File: config.mk
export PLATFORM = sky130hd
export DESIGN_NAME = cpu_perf_monitor
export DESIGN_NICKNAME = d
export VERILOG_FILES = /design/src/rtl/cpu_perf_monitor_pkg.sv /design/src/rtl/cpu_perf_monitor_cell.sv /design/src/rtl/cpu_perf_monitor.sv
export SDC_FILE = /design/constraint.sdc
export NUM_CORES = 1
export LEC_CHECK = 0
export CELL_PAD_IN_SITES_DETAIL_PLACEMENT = 1
export CELL_PAD_IN_SITES_GLOBAL_PLACEMENT = 1
export CORE_ASPECT_RATIO = 0.8
export CORE_UTILIZATION = 35
export CTS_BUF_LIST = sky130_fd_sc_hd__clkbuf_8 sky130_fd_sc_hd__clkbuf_16
export DETAILED_ROUTE_END_ITERATION = 16
export HOLD_SLACK_MARGIN = 0.12
export PLACE_DENSITY_LB_ADDON = 0.1
export RECOVER_POWER = 100
export SETUP_SLACK_MARGIN = 0.3
export SLEW_MARGIN = 10
export SYNTH_ARGS = -nofsm -noshare
export SYNTH_HDL_FRONTEND = slang
export SYNTH_HIERARCHICAL = 1
export SYNTH_SLANG_ARGS = --single-unit
File: constraint.sdc
create_clock -name clk -period 2.4 [get_ports clk]
set_input_delay 0.24 -clock clk [delete_from_list [all_inputs] [get_ports clk]]
set_output_delay 0.24 -clock clk [all_outputs]
set_load 0.01 [all_outputs]
File: src/rtl/cpu_perf_monitor_pkg.sv
// ----------------------------------------------------------------------------
// Package: cpu_perf_pkg
// Purpose: Shared definitions for the CPU performance-counter bank.
//          - Event channel indices, matching the pipeline/cache strobe wiring.
//          - Default counter width.
//          - Freeze-control state encoding.
// ----------------------------------------------------------------------------
package cpu_perf_pkg;

    // Event channel indices (bit positions in the evt strobe vector)
    localparam int EVT_INST   = 0;
    localparam int EVT_IC_REQ = 1;
    localparam int EVT_IC_HIT = 2;
    localparam int EVT_DC_REQ = 3;
    localparam int EVT_DC_HIT = 4;
    localparam int EVT_MEM_RD = 5;
    localparam int EVT_MEM_WR = 6;
    localparam int EVT_REG_WR = 7;

    // Number of channels in the standard CPU hookup
    localparam int DEFAULT_NUM_EVT = EVT_REG_WR + 1;

    // Width of every counter unless overridden
    localparam int DEFAULT_CNT_W = 32;

    // Counting is either running or frozen (by halt or watchdog)
    typedef enum logic {
        ST_RUN    = 1'b0,
        ST_FROZEN = 1'b1
    } freezeState_t;

endpackage

File: src/rtl/cpu_perf_monitor_cell.sv
// ----------------------------------------------------------------------------
// Module: perf_counter_cell
// Purpose: One CNT_W-bit event counter with synchronous clear and a sticky
//          overflow flag. With SATURATE != 0 the counter sticks at all-ones;
//          otherwise it wraps to zero. Either way an increment at all-ones
//          sets ovf, which stays set until clr or reset.
// Ports:
//   clk    in   1       clock
//   rst_n  in   1       synchronous active-low reset
//   clr    in   1       synchronous clear of count and ovf (wins over inc)
//   inc    in   1       increment this cycle
//   cnt    out  CNT_W   current count
//   ovf    out  1       sticky overflow flag
// ----------------------------------------------------------------------------
module perf_counter_cell #(
    parameter int CNT_W    = 32,
    parameter int SATURATE = 1
) (
    input  logic             clk,
    input  logic             rst_n,
    input  logic             clr,
    input  logic             inc,
    output logic [CNT_W-1:0] cnt,
    output logic             ovf
);

    logic atMax;

    assign atMax = &cnt;

    // Counter and sticky overflow flag; clear beats increment, and at
    // all-ones the increment either holds (saturating) or rolls to zero.
    always_ff @(posedge clk) begin
        if (!rst_n) begin
            cnt <= '0;
            ovf <= 1'b0;
        end else if (clr) begin
            cnt <= '0;
            ovf <= 1'b0;
        end else if (inc) begin
            if (atMax) begin
                ovf <= 1'b1;
                cnt <= (SATURATE != 0) ? cnt : '0;
            end else begin
                cnt <= cnt + 1'b1;
            end
        end
    end

endmodule

File: src/rtl/cpu_perf_monitor.sv
// ----------------------------------------------------------------------------
// Module: cpu_perf_monitor
// Purpose: Event-counter bank for the pipelined CPU. Counts cycles plus
//          NUM_EVT per-cycle event strobes, freezes on CPU halt or on a
//          cycle-limit watchdog, and exposes counters through a registered
//          indexed read port (response one cycle after the request).
// Ports:
//   clk           in   1        clock
//   rst_n         in   1        synchronous active-low reset
//   en            in   1        global count enable
//   clr           in   1        clear counters, ovf flags, freeze, watchdog
//   evt           in   NUM_EVT  per-cycle event strobes
//   halt          in   1        CPU halt strobe
//   rd_req        in   1        read request
//   rd_idx        in   IDX_W    channel to read
//   rd_valid      out  1        read response valid
//   rd_data       out  CNT_W    counter value of the channel read
//   rd_ovf        out  1        sticky overflow flag of the channel read
//   cycle_cnt     out  CNT_W    live cycle counter
//   frozen        out  1        counting stopped by halt or watchdog
//   wdog_expired  out  1        sticky watchdog trip flag
// ----------------------------------------------------------------------------
module cpu_perf_monitor
    import cpu_perf_pkg::*;
#(
    parameter int          NUM_EVT    = DEFAULT_NUM_EVT,
    parameter int          CNT_W      = DEFAULT_CNT_W,
    parameter int          SATURATE   = 1,
    parameter int unsigned WDOG_LIMIT = 10000,
    localparam int         IDX_W      = (NUM_EVT > 1) ? $clog2(NUM_EVT) : 1
) (
    input  logic               clk,
    input  logic               rst_n,
    input  logic               en,
    input  logic               clr,
    input  logic [NUM_EVT-1:0] evt,
    input  logic               halt,
    input  logic               rd_req,
    input  logic [IDX_W-1:0]   rd_idx,
    output logic               rd_valid,
    output logic [CNT_W-1:0]   rd_data,
    output logic               rd_ovf,
    output logic [CNT_W-1:0]   cycle_cnt,
    output logic               frozen,
    output logic               wdog_expired
);

    freezeState_t                    state;
    freezeState_t                    stateNext;
    logic                            active;
    logic                            wdogHit;
    logic                            cycleOvf;
    logic [CNT_W:0]                  cycleNext;
    logic [NUM_EVT-1:0][CNT_W-1:0]   evtCnt;
    logic [NUM_EVT-1:0]              evtOvf;
    logic [CNT_W-1:0]                selCnt;
    logic                            selOvf;

    assign frozen    = (state == ST_FROZEN);
    assign active    = en & ~frozen & ~clr;
    assign cycleNext = {1'b0, cycle_cnt} + {{CNT_W{1'b0}}, 1'b1};

    // The watchdog fires on the active edge that brings the cycle count to
    // the limit. Once the cycle counter has overflowed its value no longer
    // tracks elapsed cycles, so it is not allowed to trip the watchdog.
    assign wdogHit = (WDOG_LIMIT != 0) & active & ~cycleOvf &
                     (64'(cycleNext) == 64'(WDOG_LIMIT));

    // Cycle counter: same clear/saturate/overflow rules as the event channels
    perf_counter_cell #(
        .CNT_W    (CNT_W),
        .SATURATE (SATURATE)
    ) uCycleCell (
        .clk   (clk),
        .rst_n (rst_n),
        .clr   (clr),
        .inc   (active),
        .cnt   (cycle_cnt),
        .ovf   (cycleOvf)
    );

    // One counter cell per event strobe
    for (genvar i = 0; i < NUM_EVT; i++) begin : gEvt
        perf_counter_cell #(
            .CNT_W    (CNT_W),
            .SATURATE (SATURATE)
        ) uEvtCell (
            .clk   (clk),
            .rst_n (rst_n),
            .clr   (clr),
            .inc   (active & evt[i]),
            .cnt   (evtCnt[i]),
            .ovf   (evtOvf[i])
        );
    end

    // Freeze state register
    always_ff @(posedge clk) begin
        if (!rst_n) begin
            state <= ST_RUN;
        end else begin
            state <= stateNext;
        end
    end

    // Freeze next-state: a halt or watchdog trip on an active edge freezes
    // from the following cycle (that edge's events still count); only clr
    // or reset resumes counting.
    always_comb begin
        stateNext = state;
        case (state)
            ST_RUN: begin
                if (active && (halt || wdogHit)) begin
                    stateNext = ST_FROZEN;
                end
            end
            ST_FROZEN: begin
                if (clr) begin
                    stateNext = ST_RUN;
                end
            end
            default: begin
                stateNext = ST_RUN;
            end
        endcase
    end

    // Sticky watchdog flag, dropped only by clr or reset
    always_ff @(posedge clk) begin
        if (!rst_n) begin
            wdog_expired <= 1'b0;
        end else if (clr) begin
            wdog_expired <= 1'b0;
        end else if (wdogHit) begin
            wdog_expired <= 1'b1;
        end
    end

    // Read mux: an index with no matching channel selects zero
    always_comb begin
        selCnt = '0;
        selOvf = 1'b0;
        for (int i = 0; i < NUM_EVT; i++) begin
            if (rd_idx == IDX_W'(i)) begin
                selCnt = evtCnt[i];
                selOvf = evtOvf[i];
            end
        end
    end

    // Read response register: captures the channel state as it stands before
    // this edge's update. Counters are hidden (read as zero) while en is low.
    // Without a request the data and flag hold their last value.
    always_ff @(posedge clk) begin
        if (!rst_n) begin
            rd_valid <= 1'b0;
            rd_data  <= '0;
            rd_ovf   <= 1'b0;
        end else begin
            rd_valid <= rd_req;
            if (rd_req) begin
                rd_data <= en ? selCnt : '0;
                rd_ovf  <= en & selOvf;
            end
        end
    end

endmodule
==> results.py <==
metrics = {
    "placed_design": {
        "place.gp.congestion": 0.8943,
        "dpl.hpwl_um": 59330,
        "dpl_worst_slack_ps": -235.1,
        "port-buffer-count": 84,
        "place_inst": 3349,
    },
    "synthesis": {
        "syn_area_per_cell_um2": 8.327,
        "syn_inst": 2279,
        "ys_ff_latch": 333,
        "netlist_area_mm2": 0.01898,
        "synth-async-reset-ratio_pct": 0,
        "synth_warnings": 6,
        "synth_top_area_share_pct": 35.13,
        "synth.most_common_cell": "dfxtp_1",
        "synthTopCellsByArea": "dfxtp_1, a21oi_1, nand2_1",
        "synth-edff-count": 0,
        "synth.distinct_cells": 76,
        "synth_fp_nets": 2305,
        "synth_largest_area_cell": "dfxtp_1",
        "ys_seq_area_share_pct": 35.13,
        "synthTopCellsByCount": "dfxtp_1, nand2_1, a21oi_1, nor2_1, nand3_1",
        "dominantRegCellSynth": "dfxtp_1",
    },
    "pwr": {
        "power_leakage_uw": 0.009624,
        "max-vdd-ir-drop_v": 0.0005268,
        "pwr-share-comb_pct": 8.0,
        "intPower_uw": 9507,
        "p_clk_share_pct": 48.4,
        "p_seq_share_pct": 43.6,
        "switchingPower_uw": 3196,
        "power_density_mw_per_mm2": 460.7,
        "sw_frac_of_total_pct": 25.16,
    },
    "final_layout": {
        "multi_input_area_mm2": 0.01322,
        "fin_nets": 2866,
        "fill_cells": 6100,
        "antenna_cells": 0,
        "seqCellArea_mm2": 0.006756,
        "drive_gt1_share_pct": 34.23,
        "syn2layout_area_growth_pct": 45.30,
        "finalNonFillerCells": 3559,
        "utilization_pct": 52.01,
    },
    "cts": {
        "cts_buffer_depth": 3,
        "insertion_delay_ps": 580,
        "path_clk_slew_ps": 60,
        "cts_tree": "yes",
        "htree_num_levels": 2,
        "cts_buffers": 39,
        "cts_root_buf": "clkbuf_16",
        "cts_sinks": 333,
    },
    "global_route": {
        "grt_pass1_vias": 20660,
        "grt_max_degree": 50,
        "grt_pass1_wl_um": 123600,
        "grtUsageTotal_pct": 28.56,
        "grt_overflow": 0,
        "antenna_found_initial": 5,
    },
    "sta": {
        "timing.final.crit_share_pct": 97.49,
        "worst_pin_slew_ps": 1672,
        "fin_skew_ps": 15.47,
        "hold_violations": 0,
        "maxSlewViolCount": 36,
        "fmaxAchievable_ghz": 0.4274,
        "rsz0062_at_grt": "yes",
        "relSlewSlack_pct": -11.47,
        "setup_viol": 0,
        "setup_ws_ps": 60.22,
        "finalCriticalPeriod_ps": 2340,
    },
    "floorplan": {
        "coreArea_mm2": 0.05302,
        "ios": 85,
        "die_area_mm2": 0.05516,
        "start_util_pct": 35.79,
        "fp-row-count": 75,
        "die_w_um": 262.3,
        "die_h_um": 210.3,
    },
    "critical_path": {
        "cp.required_ps": 2890,
        "arrival_ps": 2830,
        "path_class": "reg -> reg",
        "rr_endpoint": "uCycleCell/cnt[15]",
        "worst_setup_path_start_kind": "flip-flop",
        "cp_slowest_stage_delay_ps": 430,
        "worstReg2RegStart": "uCycleCell/cnt[7]",
        "crit_path_cell_trace": "buf_6 > nand4_4 > clkbuf_1 > nor4_4 > clkbuf_4 > buf_4 > o211ai_4 > or3_1 > a21oi_1",
        "reg2regPathDepth": 9,
        "cp_max_fo": 7,
        "cp-end-kind": "flip-flop",
        "cpMaxStageDelayCell": "nor4_4",
        "ff2ff_setup_slack_ps": 60,
    },
    "detailed_routing": {
        "ant_nets": 0,
        "drt_wl_total_um": 85060,
        "drtPass1Iterations": 5,
        "dr.first_iter.drc_count": 1521,
        "viasPerCell": 6.019,
        "routed-via-count": 21420,
        "wire_per_inst_um": 23.90,
        "drc": 0,
    },
    "run": {
        "drv_cap": 1,
    },
    "worst_hold_path": {
        "hp-class": "in -> reg",
        "hold_depth": 4,
        "whs_endpoint": "gEvt[6].uEvtCell/cnt[5]",
        "hp-start": "rst_n",
    },
    "run_status": {
        "status": "finished, violations left",
        "violations": "capacitance limit, slew limit",
    },
}
==> how the worst max path moves through the flow <==
stage                             startpoint                  endpoint  slack (ps)
after floorplan            uCycleCell/cnt[5]              wdog_expired         290
after global placement                   clr  gEvt[5].uEvtCell/cnt[12]        -150
after detailed placement                 clr  gEvt[5].uEvtCell/cnt[30]        -240
after CTS                 uCycleCell/cnt[13]              wdog_expired          90
after global routing       uCycleCell/cnt[7]        uCycleCell/cnt[15]         -10
final                      uCycleCell/cnt[7]        uCycleCell/cnt[15]          60
==> flip-flops by register name, indices dropped and copies added (netlist names) <==
| signal | cells |
|---|---|
| frozen | 1 |
| gEvt.uEvtCell/cnt | 256 |
| gEvt.uEvtCell/ovf | 8 |
| rd_data | 32 |
| rd_ovf | 1 |
| rd_valid | 1 |
| uCycleCell/cnt | 32 |
| uCycleCell/ovf | 1 |
| wdog_expired | 1 |
==> critical path, delay by kind of cell, from the launching register on <==
kind                   cells  cell delay [ps]
and+or+nand+nor            3              900
buffers and inverters      4              710
DFF                        1              380
AOI/OAI and AO/OA          2              280
==> cells by family (layout without fill, tap and decap cells) <==
group / count (synthesis) / after routing / share of synthesized area (%)
DFF: 333 / 333 / 35.13
muxes: 43 / 43 / 2.756
buffers and inverters: 157 / 737 / 3.963
AOI/OAI and AO/OA: 655 / 662 / 23.70
and+or+nand+nor: 989 / 989 / 29.57
xor gates and xnor gates: 93 / 93 / 4.292
adders and majority gates: 9 / 9 / 0.5934
==> per-layer routing <==
layer | track usage, % | share of wire, % | vias to the layer above
li1 | - | - | 9946
met1 | 40.08 | 46 | 10750
met2 | 43.95 | 45 | 584
met3 | 5.386 | 6.2 | 143
met4 | 9.391 | 3.1 | 4
met5 | 0 | 0.028 | -
==> what timing repair did <==
| action | 4_1_cts | 5_1_grt |
|---|---|---|
| setup endpoints to repair | 189 | 240 |
| pin swaps | 48 | 182 |
| gates cloned | 5 | 4 |
| hold buffers | 0 | 0 |
| setup buffers | 69 | 65 |
| gates resized for setup | 94 | 366 |
==> through the flow <==
| stage | cell area, um2 | hold WS (ps) | TNS [ps] | power [uW] |
|---|---|---|---|---|
| floorplan | 19260 | 372.4 | 0 | 6092 |
| global placement | 23540 | 451.0 | -7945 | 6523 |
| detailed placement | 23540 | 463.2 | -14420 | 6536 |
| CTS | 25930 | 167.9 | 0 | 12720 |
| global route | 27570 | 167.9 | -12.70 | 13050 |
| finish | 27570 | 169.7 | 0 | 12700 |
==> power by group through the flow <==
stage               logic [uW]  clock network [uW]  registers (uW)
floorplan                  410                   0            5680
global placement           850                   0            5670
detailed placement         862                   0            5670
CTS                        924                6250            5540
global route              1050                6460            5540
finish                    1010                6150            5540
==> placed cells by master (no fill, tap or decap), drive strengths merged, types with 60 or more instances in the layout <==
cell type / count
nand4: 87
xor2: 66
inv: 60
clkbuf: 91
o31ai: 61
or4: 66
nand3: 131
nor2: 145
dlygate4sd3: 64
buf: 496
a21oi: 198
dfxtp: 333
o22ai: 62
or3: 93
o2111ai: 63
nand2: 195
o21ai: 104
==> layout make-up <==
type / count / share of cell area (%)
clock inverters: 18 / 0.4810
flip-flops and latches: 333 / 24.50
clock buffers: 49 / 4.161
well taps: 693 / 3.145
multi-input cells: 1796 / 47.96
inverters: 51 / 0.6943
repair buffers: 619 / 19.06
Power figures use the tool's default switching activity.
